===== src/rtl/fetch_pkg.sv =====
// Shared types and helpers for the instruction-fetch block.
package fetch_pkg;

  localparam int INSTR_BYTES  = 4;
  localparam int FETCH_ADDR_W = 10;
  localparam int FETCH_DATA_W = 32;

  typedef struct packed {
    logic [FETCH_ADDR_W-1:0] pc;
    logic [FETCH_DATA_W-1:0] instr;
  } fetch_entry_t;

  // Sequential fetch address; wraps naturally modulo 2**FETCH_ADDR_W.
  function automatic logic [FETCH_ADDR_W-1:0] next_pc(input logic [FETCH_ADDR_W-1:0] pc);
    return pc + FETCH_ADDR_W'(INSTR_BYTES);
  endfunction

endpackage


===== src/rtl/fetch_fifo.sv =====
// Small circular buffer of fetched {pc, instr} entries; flush beats push and pop.
module fetch_fifo
  import fetch_pkg::*;
#(
  parameter  int DEPTH = 2,
  localparam int PTR_W = (DEPTH > 1) ? $clog2(DEPTH) : 1,
  localparam int CNT_W = $clog2(DEPTH + 1)
) (
  input  logic               clk_i,
  input  logic               rst_ni,
  input  logic               flush_i,
  input  logic               push_i,
  input  fetch_entry_t       data_i,
  input  logic               pop_i,
  output fetch_entry_t       data_o,
  output logic [CNT_W-1:0]   count_o,
  output logic               empty_o,
  output logic               full_o
);

  fetch_entry_t     mem_q [DEPTH];
  logic [PTR_W-1:0] wr_ptr_q, wr_ptr_d;
  logic [PTR_W-1:0] rd_ptr_q, rd_ptr_d;
  logic [CNT_W-1:0] count_q, count_d;
  logic             do_push, do_pop;

  function automatic logic [PTR_W-1:0] ptr_inc(input logic [PTR_W-1:0] p);
    return (p == PTR_W'(DEPTH - 1)) ? '0 : p + 1'b1;
  endfunction

  assign empty_o = (count_q == '0);
  assign full_o  = (count_q == CNT_W'(DEPTH));
  assign do_push = push_i && !full_o;
  assign do_pop  = pop_i && !empty_o;
  assign count_o = count_q;
  assign data_o  = mem_q[rd_ptr_q];

  always_comb begin
    wr_ptr_d = wr_ptr_q;
    rd_ptr_d = rd_ptr_q;
    count_d  = count_q;
    if (flush_i) begin
      wr_ptr_d = '0;
      rd_ptr_d = '0;
      count_d  = '0;
    end else begin
      if (do_push) wr_ptr_d = ptr_inc(wr_ptr_q);
      if (do_pop)  rd_ptr_d = ptr_inc(rd_ptr_q);
      count_d = count_q + CNT_W'(do_push) - CNT_W'(do_pop);
    end
  end

  always_ff @(posedge clk_i or negedge rst_ni) begin
    if (!rst_ni) begin
      wr_ptr_q <= '0;
      rd_ptr_q <= '0;
      count_q  <= '0;
    end else begin
      wr_ptr_q <= wr_ptr_d;
      rd_ptr_q <= rd_ptr_d;
      count_q  <= count_d;
    end
  end

  // Storage needs no reset: the head is only observed while count is non-zero.
  always_ff @(posedge clk_i) begin
    if (do_push && !flush_i) mem_q[wr_ptr_q] <= data_i;
  end

endmodule


===== src/rtl/fetch_unit.sv =====
// Instruction-fetch initiator: drives the synchronous ROM, tracks one in-flight read,
// buffers returned words and hands {pc, instr} to decode over valid/ready.
module fetch_unit
  import fetch_pkg::*;
#(
  parameter int          ADDR_WIDTH = FETCH_ADDR_W,
  parameter int          DATA_WIDTH = FETCH_DATA_W,
  parameter int unsigned RESET_PC   = 0,
  parameter int          FIFO_DEPTH = 2
) (
  input  logic                  clk_i,
  input  logic                  rst_ni,
  output logic [ADDR_WIDTH-1:0] imem_addr_o,
  input  logic [DATA_WIDTH-1:0] imem_rdata_i,
  input  logic                  redirect_i,
  input  logic [ADDR_WIDTH-1:0] redirect_pc_i,
  output logic                  valid_o,
  input  logic                  ready_i,
  output logic [DATA_WIDTH-1:0] instr_o,
  output logic [ADDR_WIDTH-1:0] pc_o
);

  localparam int CNT_W = $clog2(FIFO_DEPTH + 1);

  logic [ADDR_WIDTH-1:0] fetch_pc_q, fetch_pc_d;
  logic [ADDR_WIDTH-1:0] inflight_pc_q, inflight_pc_d;
  logic                  inflight_q, inflight_d;

  fetch_entry_t     push_entry, head_entry;
  logic [CNT_W-1:0] fifo_count;
  logic [CNT_W:0]   occupancy;
  logic             fifo_empty, fifo_full;
  logic             pop, push, issue;
  logic             unused_sig;

  assign unused_sig = ^{redirect_pc_i[1:0], fifo_full};

  assign pop  = valid_o && ready_i;
  assign push = inflight_q && !redirect_i;

  // Credit check: entries that will remain after this edge's pop, plus the read
  // still in flight, must leave room for the word we are about to request.
  assign occupancy = {1'b0, fifo_count} + (CNT_W+1)'(inflight_q) - (CNT_W+1)'(pop);
  assign issue     = !redirect_i && (occupancy < (CNT_W+1)'(FIFO_DEPTH));

  assign push_entry = '{pc: inflight_pc_q, instr: imem_rdata_i};

  always_comb begin
    fetch_pc_d    = fetch_pc_q;
    inflight_pc_d = inflight_pc_q;
    inflight_d    = 1'b0;
    if (redirect_i) begin
      fetch_pc_d = {redirect_pc_i[ADDR_WIDTH-1:2], 2'b00};
    end else if (issue) begin
      inflight_d    = 1'b1;
      inflight_pc_d = fetch_pc_q;
      fetch_pc_d    = next_pc(fetch_pc_q);
    end
  end

  always_ff @(posedge clk_i or negedge rst_ni) begin
    if (!rst_ni) begin
      fetch_pc_q    <= ADDR_WIDTH'(RESET_PC);
      inflight_pc_q <= '0;
      inflight_q    <= 1'b0;
    end else begin
      fetch_pc_q    <= fetch_pc_d;
      inflight_pc_q <= inflight_pc_d;
      inflight_q    <= inflight_d;
    end
  end

  fetch_fifo #(
    .DEPTH (FIFO_DEPTH)
  ) u_fifo (
    .clk_i   (clk_i),
    .rst_ni  (rst_ni),
    .flush_i (redirect_i),
    .push_i  (push),
    .data_i  (push_entry),
    .pop_i   (pop),
    .data_o  (head_entry),
    .count_o (fifo_count),
    .empty_o (fifo_empty),
    .full_o  (fifo_full)
  );

  assign imem_addr_o = fetch_pc_q;
  assign valid_o     = !fifo_empty;
  assign instr_o     = fifo_empty ? '0 : head_entry.instr;
  assign pc_o        = fifo_empty ? '0 : head_entry.pc;

endmodule


===== config.mk =====
export PLATFORM = sky130hd
export DESIGN_NAME = fetch_unit
export DESIGN_NICKNAME = d
export VERILOG_FILES = /design/src/rtl/fetch_pkg.sv /design/src/rtl/fetch_fifo.sv /design/src/rtl/fetch_unit.sv
export SDC_FILE = /design/constraint.sdc
export NUM_CORES = 1
export LEC_CHECK = 0
export ABC_AREA = 1
export BUFFER_PORTS_ARGS = -buffer_cell sky130_fd_sc_hd__buf_2
export CORE_AREA = 2 2 96 98
export CTS_CLUSTER_SIZE = 14
export DETAILED_ROUTE_END_ITERATION = 12
export DIE_AREA = 0 0 98 100
export MAX_ROUTING_LAYER = met4
export PLACE_DENSITY = 0.77
export SKIP_CTS_REPAIR_TIMING = 1
export SYNTH_ARGS = -nofsm -noshare
export SYNTH_HDL_FRONTEND = slang
export SYNTH_SLANG_ARGS = --single-unit

===== constraint.sdc =====
create_clock -name clk_i -period 3.4 [get_ports clk_i]
set_clock_uncertainty 0.1 [all_clocks]
set_input_delay 0.68 -clock clk_i [delete_from_list [all_inputs] [get_ports clk_i]]
set_output_delay 0.68 -clock clk_i [all_outputs]
set_load 0.01 [all_outputs]

==> summary.md <==
| Metric | Value |
|---|---|
| Status | `finished clean` |
| Final-stage net count | `515` |
| Register bit total from synthesis | `101` |
| Via/cell ratio | `4.867` |
| Worst EP arrival | `1.93 ns` |
| Comb pwr share | `0.371` |
| Largest net degree at the start of global routing | `43` |
| Vias in the first global route | `2659` |
| Clock power frac | `0.194` |
| Drc violations | `0` |
| DRT Wirelength | `7906 um` |
| Final setup violation count | `0` |
| Dpl hpwl | `5236 um` |
| Async SR Flop Fraction | `0.2079` |
| Post-synth top area share | `0.5767` |
| Reg-to-reg critical path endpoint | `imem_addr_o[8]` |
| CP Class | `reg2out` |
| Clock buffer depth | `2` |
| Post-synth EDFFs | `80` |
| Start point of the critical path | `u_fifo.rd_ptr_q` |
| Slew Viols, Final | `0` |
| Leak | `2.179 nW` |
| Iteration-0 DRC Markers | `108` |
| Cell Int Power | `2.554 mW` |
| First-pass GRT wire length | `12760 um` |
| Routed length per instance | `13.63 um` |
| Ant. Diodes | `0` |
| CTS tree | `built` |
| Antenna violations before repair | `0` |
| Cell area after synthesis | `0.004165 mm^2` |
| NetSw | `1.538 mW` |
| DP Area | `0.004731 mm^2` |
| Routed Antenna Nets | `0` |
| Final period util | `0.7974` |
| Final hold slack | `0.1763 ns` |
| Type of the worst min-delay path | `in2async` |
| Synth cell types | `26` |
| Max Cap Viol | `0` |
| Worst-path clk slew | `0.09 ns` |
| CORE AREA | `0.008890 mm^2` |
| Most numerous cell in the Yosys netlist | `nand2_1` |
| Synth Flop Type | `edfxtp_1` |
| Placer Congestion | `0.7408` |
| Share of cells above drive strength 1 | `0.2580` |
| Clk_lat worst skew | `0.35 ns` |
| Syn Area/Cell | `11.17 um^2` |
| Syn Inst Count | `373` |
| Final Instance Area | `0.004940 mm^2` |
| Switching Share | `0.3759` |
| Area of the multi-input gates | `0.001065 mm^2` |
| Crit end category | `output pin` |
| Reg2Reg Depth | `10` |
| Final min period | `2.711 ns` |
| CTS H-Tree Depth | `3` |
| Drt pass-1 iters | `4` |
| Die X | `98 um` |
| Worst-path fanout max | `30` |
| I/O pins | `99` |
| R2R Setup Slk | `0.86 ns` |
| Die Area | `0.009800 mm^2` |
| Root Driver | `clkbuf_8` |
| Synth area leaders | `edfxtp_1 58%, dfrtp_1 13%, nand2_1 12%, a21oi_1 5.0%, inv_1 2.0%` |
| Final Power | `4.092 mW` |
| Worst IR drop on VDD | `0.0004314 V` |
| Sequential share of the synthesized area | `0.7029` |
| Required time worst endpoint | `2.62 ns` |
| Fmax | `368.9 MHz` |
| PwrDens | `828.5 mW/mm^2` |
| Synth cell count leaders | `137 x nand2_1, 80 x edfxtp_1, 42 x a21oi_1, 22 x inv_1, 21 x dfrtp_1` |
| GR Overflow Total | `0` |
| Yosys warns | `0` |
| Setup TNS | `0 ns` |
| Startpoint Class | `flop` |
| Reg power frac | `0.436` |
| Starting density of the core | `0.4685` |
| Clock sink count | `101` |
| Port Buf Inserts | `92` |
| Row count | `35` |
| R2r startpoint | `u_fifo.count_o[1]` |
| Register area | `0.002928 mm^2` |
| Area growth syn-to-layout | `18.59%` |
| Filler cells | `782` |
| RSZ-0062 raised after global routing | `false` |
| Total CTS buffers | `9` |
| Via count | `2823` |
| Area leader, netlist | `edfxtp_1` |
| Die height | `100 um` |
| Fin. Hold Viols | `0` |
| GR Util All Layers | `0.1709` |
==> power groups by stage <==
stage | clock network (mW) | registers, mW | logic, mW
finish | 0.793 | 1.78 | 1.52
global route | 0.869 | 1.81 | 1.71
CTS | 0.815 | 1.78 | 1.55
detailed placement | 0 | 1.81 | 1.54
global placement | 0 | 1.79 | 1.49
floorplan | 0 | 1.79 | 1.05
==> kinds of logic after synthesis <==
family	share of synthesized area
buffers and inverters	0.04956
other	0.0009003
adder cells (fa/ha/maj)	0.01682
XOR/XNOR	0.002103
AO/OA/AOI/OAI	0.06819
AND/OR/NAND/NOR	0.1595
flip-flops	0.7029
==> how the worst max path moves through the flow <==
stage / to / cells after the start / slack (ns)
2_1_floorplan: u_fifo.mem_q[0][0] / 5 / 0.63
3_3_place_gp: imem_addr_o[7] / 11 / 0.63
3_5_place_dp: imem_addr_o[8] / 11 / 0.57
4_1_cts: pc_o[7] / 5 / 0.69
5_1_grt: instr_o[8] / 5 / 0.61
6_report: pc_o[7] / 5 / 0.69
==> routing by layer <==
layer	up-vias	GRT usage	routed length [um]
met1	1322	0.2105	3515
met5	-	-	0
met3	8	0.05084	397
li1	1420	-	-
met2	73	0.2766	3908
met4	0	0.05128	85
==> worst max-delay path, stage by stage (launching register included) <==
cell and delay, ns:
dfrtp_1 0.38, inv_1 0.28, buf_4 0.39, nand2_1 0.09
a21oi_1 0.24, buf_2 0.19
==> through the flow <==
stage	cells	utilization	worst slack (ns)
after global placement	564	0.5322	0.6323
after CTS	580	0.5557	0.6943
after global routing	580	0.5557	0.6139
final	580	0.5557	0.6889
after detailed placement	564	0.5322	0.5671
after floorplan	376	-	0.6265
==> area by class of cell <==
type | count | share of cell area
Clock buffer | 11 | 0.02660
Multi-Input combinational cell | 230 | 0.2156
Sequential cell | 101 | 0.5927
Timing Repair Buffer | 99 | 0.1039
Tap cell | 111 | 0.02812
Inverter | 23 | 0.01748
Clock inverter | 5 | 0.01570
==> flip-flops by register name (all words and copies together), names as in the netlist <==
| name | flops |
|---|---|
| inflight_pc_q | 8 |
| u_fifo.wr_ptr_q | 1 |
| imem_addr_o | 8 |
| u_fifo.mem_q | 80 |
| u_fifo.count_o | 2 |
| inflight_q | 1 |
| u_fifo.rd_ptr_q | 1 |
==> placed cells by master (no fill, tap or decap), types with 2 or more instances in the layout <==
master	n
edfxtp_1	80
buf_2	92
a21oi_1	42
buf_4	7
o21ai_0	4
o21ai_1	8
dfrtp_1	21
conb_1	4
nand2_1	137
clkbuf_8	9
inv_1	22
bufinv_16	2
ha_1	4
nor2_4	4
clkinv_2	2
nor2_1	4
nand3_1	15
clkbuf_1	2
Power figures use the tool's default switching activity.
